<file path="src/rtl/if_prefetch_queue_if.sv">
// Bundles the fetch-request, fetch-response, redirect and IF/ID-side signals of
// the instruction prefetch queue. "master" is the prefetch queue itself, "slave"
// is the surrounding environment (instruction memory, EX/MEM, IF/ID).
//
// Handshake rule used on every valid/ready pair here: a transfer happens in
// exactly the cycle where valid and ready are both high at the rising clock edge.
// Ready may depend on valid. The imem response channel has no ready: a word
// presented with imem_rsp_valid is always taken.
interface if_prefetch_queue_if;
  logic        imem_req_valid;
  logic [31:0] imem_req_addr;
  logic        imem_req_ready;
  logic        imem_rsp_valid;
  logic [31:0] imem_rsp_data;
  logic        redirect_valid;
  logic [31:0] redirect_pc;
  logic        out_valid;
  logic        out_ready;
  logic [31:0] out_pc;
  logic [31:0] out_pc_plus4;
  logic [31:0] out_instr;

  modport master (
    output imem_req_valid, imem_req_addr,
    input  imem_req_ready,
    input  imem_rsp_valid, imem_rsp_data,
    input  redirect_valid, redirect_pc,
    output out_valid, out_pc, out_pc_plus4, out_instr,
    input  out_ready
  );

  modport slave (
    input  imem_req_valid, imem_req_addr,
    output imem_req_ready,
    output imem_rsp_valid, imem_rsp_data,
    output redirect_valid, redirect_pc,
    input  out_valid, out_pc, out_pc_plus4, out_instr,
    output out_ready
  );
endinterface

</file>
<file path="src/rtl/if_prefetch_queue.sv">
// Instruction-fetch prefetch queue. Issues in-order fetches under a credit limit
// (FIFO occupancy + in-flight <= DEPTH), buffers returned words with their PC,
// and presents {pc, pc+4, instr} to IF/ID. A redirect flushes the FIFO, retargets
// fetch and marks every still-outstanding response for discard.
module if_prefetch_queue #(
  parameter int          DEPTH    = 4,
  parameter logic [31:0] RESET_PC = 32'h0000_0000
) (
  input  logic                     clk,
  input  logic                     rst_n,
  if_prefetch_queue_if.master      bus,
  output logic [$clog2(DEPTH):0]   dbg_count_o,
  output logic [$clog2(DEPTH):0]   dbg_inflight_o,
  output logic [$clog2(DEPTH):0]   dbg_discard_o
);
  localparam int PW = $clog2(DEPTH);
  localparam int CW = PW + 1;

  logic [31:0]   fetch_pc_q, fetch_pc_d;
  logic [31:0]   rsp_pc_q, rsp_pc_d;
  logic [CW-1:0] inflight_q, inflight_d;
  logic [CW-1:0] discard_q, discard_d;
  logic [CW-1:0] count_q, count_d;
  logic [PW-1:0] rd_ptr_q, rd_ptr_d;
  logic [PW-1:0] wr_ptr_q, wr_ptr_d;
  logic [31:0]   pc_mem_q    [DEPTH];
  logic [31:0]   instr_mem_q [DEPTH];

  logic [CW:0]   occupancy;
  logic          req_fire;
  logic          push;
  logic          pop;
  logic [31:0]   redirect_aligned;

  // Handshake outputs, credit check and next-state for all counters and pointers.
  always_comb begin
    occupancy        = {1'b0, count_q} + {1'b0, inflight_q};
    redirect_aligned = {bus.redirect_pc[31:2], 2'b00};

    bus.imem_req_valid = rst_n & ~bus.redirect_valid & (occupancy < (CW+1)'(DEPTH));
    bus.imem_req_addr  = fetch_pc_q;
    bus.out_valid      = rst_n & (count_q != '0) & ~bus.redirect_valid;
    bus.out_pc         = pc_mem_q[rd_ptr_q];
    bus.out_pc_plus4   = pc_mem_q[rd_ptr_q] + 32'd4;
    bus.out_instr      = instr_mem_q[rd_ptr_q];

    req_fire = bus.imem_req_valid & bus.imem_req_ready;
    pop      = bus.out_valid & bus.out_ready;
    // A response is kept only if it is not owed to an earlier redirect and is
    // not itself cancelled by a redirect in the same cycle.
    push     = rst_n & bus.imem_rsp_valid & (discard_q == '0) & ~bus.redirect_valid;

    fetch_pc_d = fetch_pc_q;
    rsp_pc_d   = rsp_pc_q;
    discard_d  = discard_q;
    count_d    = count_q;
    rd_ptr_d   = rd_ptr_q;
    wr_ptr_d   = wr_ptr_q;
    inflight_d = inflight_q + CW'(req_fire) - CW'(bus.imem_rsp_valid);

    if (push) begin
      rsp_pc_d = rsp_pc_q + 32'd4;
      wr_ptr_d = wr_ptr_q + PW'(1);
    end
    if (req_fire) begin
      fetch_pc_d = fetch_pc_q + 32'd4;
    end

    if (bus.redirect_valid) begin
      // Everything still outstanding after this cycle's response belongs to the
      // old path; inflight already includes any earlier discards.
      fetch_pc_d = redirect_aligned;
      rsp_pc_d   = redirect_aligned;
      discard_d  = inflight_q - CW'(bus.imem_rsp_valid);
      count_d    = '0;
      rd_ptr_d   = wr_ptr_q;
    end else begin
      if (bus.imem_rsp_valid && discard_q != '0) begin
        discard_d = discard_q - CW'(1);
      end
      count_d  = count_q + CW'(push) - CW'(pop);
      rd_ptr_d = rd_ptr_q + PW'(pop);
    end

    dbg_count_o    = count_q;
    dbg_inflight_o = inflight_q;
    dbg_discard_o  = discard_q;
  end

  // Control state register with synchronous active-low reset.
  always_ff @(posedge clk) begin
    if (!rst_n) begin
      fetch_pc_q <= RESET_PC;
      rsp_pc_q   <= RESET_PC;
      inflight_q <= '0;
      discard_q  <= '0;
      count_q    <= '0;
      rd_ptr_q   <= '0;
      wr_ptr_q   <= '0;
    end else begin
      fetch_pc_q <= fetch_pc_d;
      rsp_pc_q   <= rsp_pc_d;
      inflight_q <= inflight_d;
      discard_q  <= discard_d;
      count_q    <= count_d;
      rd_ptr_q   <= rd_ptr_d;
      wr_ptr_q   <= wr_ptr_d;
    end
  end

  // FIFO storage; contents need no reset because count gates visibility.
  always_ff @(posedge clk) begin
    if (push) begin
      pc_mem_q[wr_ptr_q]    <= rsp_pc_q;
      instr_mem_q[wr_ptr_q] <= bus.imem_rsp_data;
    end
  end

  // The credit limit makes a push into a full FIFO impossible.
  a_no_overflow: assert property (@(posedge clk) disable iff (!rst_n)
    !(push && count_q == CW'(DEPTH)));
endmodule

</file>
<file path="src/flat_wrapper.sv">
// flat-port wrapper written by rule: the top's interface ports become plain ports
module if_prefetch_queue_flat 
#(
  parameter int          DEPTH    = 4,
  parameter logic [31:0] RESET_PC = 32'h0000_0000
)
  (clk, rst_n, dbg_count_o, dbg_inflight_o, dbg_discard_o, bus_imem_req_valid, bus_imem_req_addr, bus_imem_req_ready, bus_imem_rsp_valid, bus_imem_rsp_data, bus_redirect_valid, bus_redirect_pc, bus_out_valid, bus_out_pc, bus_out_pc_plus4, bus_out_instr, bus_out_ready);
  if_prefetch_queue_if bus_i ();
  input  logic clk;
  input  logic rst_n;
  output logic [$clog2(DEPTH):0] dbg_count_o;
  output logic [$clog2(DEPTH):0] dbg_inflight_o;
  output logic [$clog2(DEPTH):0] dbg_discard_o;
  output wire logic [$bits(bus_i.imem_req_valid)-1:0] bus_imem_req_valid;
  output wire logic [$bits(bus_i.imem_req_addr)-1:0] bus_imem_req_addr;
  input wire logic [$bits(bus_i.imem_req_ready)-1:0] bus_imem_req_ready;
  input wire logic [$bits(bus_i.imem_rsp_valid)-1:0] bus_imem_rsp_valid;
  input wire logic [$bits(bus_i.imem_rsp_data)-1:0] bus_imem_rsp_data;
  input wire logic [$bits(bus_i.redirect_valid)-1:0] bus_redirect_valid;
  input wire logic [$bits(bus_i.redirect_pc)-1:0] bus_redirect_pc;
  output wire logic [$bits(bus_i.out_valid)-1:0] bus_out_valid;
  output wire logic [$bits(bus_i.out_pc)-1:0] bus_out_pc;
  output wire logic [$bits(bus_i.out_pc_plus4)-1:0] bus_out_pc_plus4;
  output wire logic [$bits(bus_i.out_instr)-1:0] bus_out_instr;
  input wire logic [$bits(bus_i.out_ready)-1:0] bus_out_ready;
  assign bus_imem_req_valid = bus_i.imem_req_valid;
  assign bus_imem_req_addr = bus_i.imem_req_addr;
  assign bus_i.imem_req_ready = bus_imem_req_ready;
  assign bus_i.imem_rsp_valid = bus_imem_rsp_valid;
  assign bus_i.imem_rsp_data = bus_imem_rsp_data;
  assign bus_i.redirect_valid = bus_redirect_valid;
  assign bus_i.redirect_pc = bus_redirect_pc;
  assign bus_out_valid = bus_i.out_valid;
  assign bus_out_pc = bus_i.out_pc;
  assign bus_out_pc_plus4 = bus_i.out_pc_plus4;
  assign bus_out_instr = bus_i.out_instr;
  assign bus_i.out_ready = bus_out_ready;
  if_prefetch_queue #(.DEPTH(DEPTH), .RESET_PC(RESET_PC)) u_core (.clk(clk), .rst_n(rst_n), .bus(bus_i), .dbg_count_o(dbg_count_o), .dbg_inflight_o(dbg_inflight_o), .dbg_discard_o(dbg_discard_o));
endmodule
</file>
<file path="config.mk">
export PLATFORM = sky130hd
export DESIGN_NAME = if_prefetch_queue_flat
export DESIGN_NICKNAME = d
export VERILOG_FILES = /design/src/rtl/if_prefetch_queue_if.sv /design/src/rtl/if_prefetch_queue.sv /design/src/flat_wrapper.sv
export SDC_FILE = /design/constraint.sdc
export NUM_CORES = 1
export LEC_CHECK = 0
export BUFFER_PORTS_ARGS = -buffer_cell sky130_fd_sc_hd__buf_4
export CAP_MARGIN = 25
export CORE_MARGIN = 1
export CORE_UTILIZATION = 45
export DETAILED_ROUTE_END_ITERATION = 7
export PLACE_DENSITY = 0.65
export SLEW_MARGIN = 10
export SYNTH_ARGS = -nofsm -noshare
export SYNTH_HDL_FRONTEND = slang
export SYNTH_SLANG_ARGS = --single-unit
</file>
<file path="constraint.sdc">
create_clock -name clk -period 7.9 [get_ports clk]
set_clock_uncertainty 0.15 [all_clocks]
set_input_delay 0.395 -clock clk [delete_from_list [all_inputs] [get_ports clk]]
set_output_delay 0.395 -clock clk [all_outputs]
set_load 0.05 [all_outputs]
</file>
==> results.md <==
* Outcome: finished, final reports clean
* Final TNS setup at 0 ns
* Die Ht at 178 microns
* Synth async-reset ratio at 0%
* Total clock sinks at 321
* Post-synthesis sequential area ratio at 64.2%
* Critical Path Start Type: flip-flop
* Number of buffers created by CTS at 35
* Mapped Avg Cell Area at 14.7 sq um
* Largest fanout of any net on the critical path at 35
* Pre-CTS setup slack at 3.83 ns
* Maximum number of pins on one net before global-route repair at 64
* Count of TritonRoute iterations in the first routing pass at 5
* Data required time at the worst endpoint at 7.36 ns
* Ant diodes at 0
* Switching Share at 26.0%
* Post-route minimum period at 4.46 ns
* Worst hold slack after final layout at 0.0180 ns
* Routability congestion estimate at 0.808
* Post-CTS resize count at 0
* Yosys warnings at 0
* F_max at 0.224 GHz
* VDD IR-drop max at 0.128 mV
* Leak pwr at 6.02 nW
* Most used flip-flop cell after synthesis: sky130_fd_sc_hd__edfxtp_1
* Clk pin slew, worst setup/hold paths at 0.06 ns
* CTS root buf: sky130_fd_sc_hd__clkbuf_16
* Cell count after placement at 1,493
* Max Cap Viol at 0
* Number of top-level design ports at 209
* Part of the power in the clock network at 38.8%
* Power per unit of standard cell area at 238 nW/um^2
* Total Die Area at 31,500 sq um
* Flip-flop and latch count after synthesis at 321
* DR iter-0 viols at 611
* Nets@finish at 1,264
* Count of input and output buffers at 200
* Final setup slack of the worst path at 3.44 ns
* Via count of the first global-routing pass at 8,734
* Share of cells above drive strength 1 at 27.5%
* Slew at the pin with the worst max-slew slack at 0.958 ns
* Total number of vias at 8,776
* Number of setup violations in the final report at 0
* Core region area at 30,000 sq um
* Total Power Consumption at 4.08 mW
* Via/cell ratio at 5.52
* Maximum clock path buffer count at 3
* Cell count after synthesis at 946
* Final routed DRC violation total at 0
* Final cell count without fillers at 1,591
* Type of the most critical hold path: input pin to flip-flop
* Detailed placement HPWL at 19.4 mm
* First-pass GRT wire length at 48.1 mm
* Routed wire length per instance at 19.4 microns
* Crit path capture type: primary output
* Max-slew violation count at 0
* Initial core utilization at 46.3%
* Core utilization of the finished layout at 57.2%
* Global-route usage over all layers at 19.8%
* Total non-filler cell area in the finished layout at 17,100 sq um
* Critical path class: flip-flop to primary output
* Switching pwr at 1.06 mW
* Relative contribution of combinational cells to total power at 14.1%
* Share of the clock period used by the worst path after layout at 56.5%
* Htree depth at 2
* Total congestion overflow at 0
* DIE WIDTH at 178 microns
* Synthesis-to-finish area growth at 23.5%
* Final routed wirelength across all metal layers at 30.9 mm
* Register share of total power at 47.1%
* Cell internal power dissipation at 3.02 mW
* Data arrival time of the worst path at 3.92 ns
* Clock tree from TritonCTS: built
* Count of flip-flops with a built-in enable after synthesis at 248
* Number of antenna violations at the first check in global routing at 0
* Distinct cell type count of the synthesized netlist at 60
* ANT nets after route at 0
* Area post-placement at 15,700 sq um
* Max_slew headroom at 36.2%
* Final Hold Viols at 0
* RSZ-0062 raised after global routing: false
* Row count at 63
* Synthesized area at 13,900 sq um
* Insertion delay to the later sink of the worst-skew pair at 0.51 ns
## repair_timing
action | CTS | global route
hold buffers | 36 | 0
setup buffers | 0 | 0
hold endpoints to repair | 132 | 0
## registers in the layout (all words and copies together), names as in the netlist
| register | flops |
|---|---|
| u_core.dbg_discard_o | 3 |
| u_core.wr_ptr_q | 2 |
| u_core.rsp_pc_q | 30 |
| u_core.dbg_count_o | 3 |
| u_core.pc_mem_q | 120 |
| u_core.instr_mem_q | 128 |
| u_core.bus.imem_req_addr | 30 |
| u_core.rd_ptr_q | 2 |
| u_core.dbg_inflight_o | 3 |
## metal layers
| metal | vias to the layer above | GRT usage, % | part of all wire (%) |
|---|---|---|---|
| met5 | - | 0 | 0 |
| met4 | 0 | 4.70 | 1.4 |
| met3 | 33 | 4.07 | 7.0 |
| met2 | 303 | 31.6 | 46 |
| met1 | 4296 | 27.7 | 45 |
| li1 | 4144 | - | - |
## cells in the final DEF (no fill, tap or decap), types with 22 or more instances in the layout
master and count:
sky130_fd_sc_hd__buf_4 210, sky130_fd_sc_hd__clkbuf_16 35, sky130_fd_sc_hd__nand3_1 34, sky130_fd_sc_hd__a31oi_1 25, sky130_fd_sc_hd__dlygate4sd3_1 36, sky130_fd_sc_hd__dfxtp_1 71, sky130_fd_sc_hd__edfxtp_1 248, sky130_fd_sc_hd__mux4_2 50
sky130_fd_sc_hd__o21ai_0 39, sky130_fd_sc_hd__nand2_1 43, sky130_fd_sc_hd__nor2_1 41, sky130_fd_sc_hd__a21oi_1 44, sky130_fd_sc_hd__xnor2_1 49, sky130_fd_sc_hd__inv_1 25, sky130_fd_sc_hd__nand4_1 22
## worst max-delay path, stage by stage, from the launching register on
cell and delay, ns:
sky130_fd_sc_hd__dfxtp_4 0.73, sky130_fd_sc_hd__buf_4 0.67, sky130_fd_sc_hd__mux4_1 0.59, sky130_fd_sc_hd__nand3_2 0.22, sky130_fd_sc_hd__nor4_4 0.57, sky130_fd_sc_hd__nand3_1 0.17, sky130_fd_sc_hd__xnor2_1 0.19, sky130_fd_sc_hd__buf_4 0.24
## power groups by stage
stage	Sequential, mW	Combinational (mW)	Clock (mW)
detailed placement	1.96	0.564	0
finish	1.92	0.575	1.59
floorplan	1.99	0.348	0
global placement	1.95	0.558	0
CTS	1.92	0.580	1.63
global route	1.93	0.611	1.69
## logic make-up after synthesis
group / count (synthesis) / share of synthesized area [%]
other cells: 1 / 0.0270
flops: 321 / 64.2
simple gates: 249 / 10.2
fa+ha+maj: 18 / 1.73
compound gates: 139 / 5.97
xor+xnor: 65 / 4.10
buf+inv: 85 / 2.95
mux: 68 / 10.8
## layout make-up
class / count / area (sq um)
Tap cell: 390 / 488
Multi-Input combinational cell: 545 / 4580
Timing Repair Buffer: 246 / 1940
Clock buffer: 42 / 912
Clock inverter: 20 / 206
Fill cell: 2395 / 12800
Sequential cell: 321 / 8910
Inverter: 27 / 101
## synthesized netlist by cell type, types with 4 or more instances
cell type / count / area, sq um
sky130_fd_sc_hd__clkbuf_1: 34 / 128
sky130_fd_sc_hd__a41oi_1: 4 / 35.0
sky130_fd_sc_hd__nand2b_1: 4 / 25.0
sky130_fd_sc_hd__nor2_1: 41 / 154
sky130_fd_sc_hd__o21ai_0: 39 / 195
sky130_fd_sc_hd__xor2_1: 16 / 140
sky130_fd_sc_hd__edfxtp_1: 248 / 7450
sky130_fd_sc_hd__nand3_1: 34 / 170
sky130_fd_sc_hd__and2_1: 13 / 81.3
sky130_fd_sc_hd__ha_1: 16 / 200
sky130_fd_sc_hd__inv_1: 25 / 93.8
sky130_fd_sc_hd__buf_6: 5 / 56.3
sky130_fd_sc_hd__and3_1: 20 / 125
sky130_fd_sc_hd__mux4_2: 50 / 1130
sky130_fd_sc_hd__a211oi_1: 13 / 97.6
sky130_fd_sc_hd__buf_4: 7 / 52.6
sky130_fd_sc_hd__mux2i_1: 5 / 50.1
sky130_fd_sc_hd__buf_2: 8 / 40.0
sky130_fd_sc_hd__xnor2_1: 49 / 429
sky130_fd_sc_hd__a31oi_1: 25 / 156
sky130_fd_sc_hd__nor4_1: 15 / 93.8
sky130_fd_sc_hd__or3_1: 8 / 50.1
sky130_fd_sc_hd__and4_1: 9 / 78.8
sky130_fd_sc_hd__a21oi_1: 44 / 220
sky130_fd_sc_hd__nand2_1: 43 / 161
sky130_fd_sc_hd__mux4_1: 12 / 315
sky130_fd_sc_hd__dfxtp_1: 73 / 1460
sky130_fd_sc_hd__nand4_1: 22 / 138
sky130_fd_sc_hd__nor3_1: 16 / 80.1
## final timing paths
check / end / cells after the start / slack [ns] / from
worst max-delay path: bus_out_pc_plus4[28] / 7 / 3.44 / u_core.rd_ptr_q[0]$_SDFF_PN0_
worst min-delay path: u_core.bus.imem_req_addr[17]$_SDFFE_PN0P_ / 3 / 0.02 / bus_redirect_pc[17]
worst max register to register: u_core.dbg_inflight_o[1]$_SDFF_PN0_ / 8 / 5.02 / u_core.dbg_count_o[1]$_SDFF_PP0_
worst min register to register: u_core.bus.imem_req_addr[15]$_SDFFE_PN0P_ / 2 / 0.36 / u_core.bus.imem_req_addr[15]$_SDFFE_PN0P_
(Power assumes the default switching activity.)
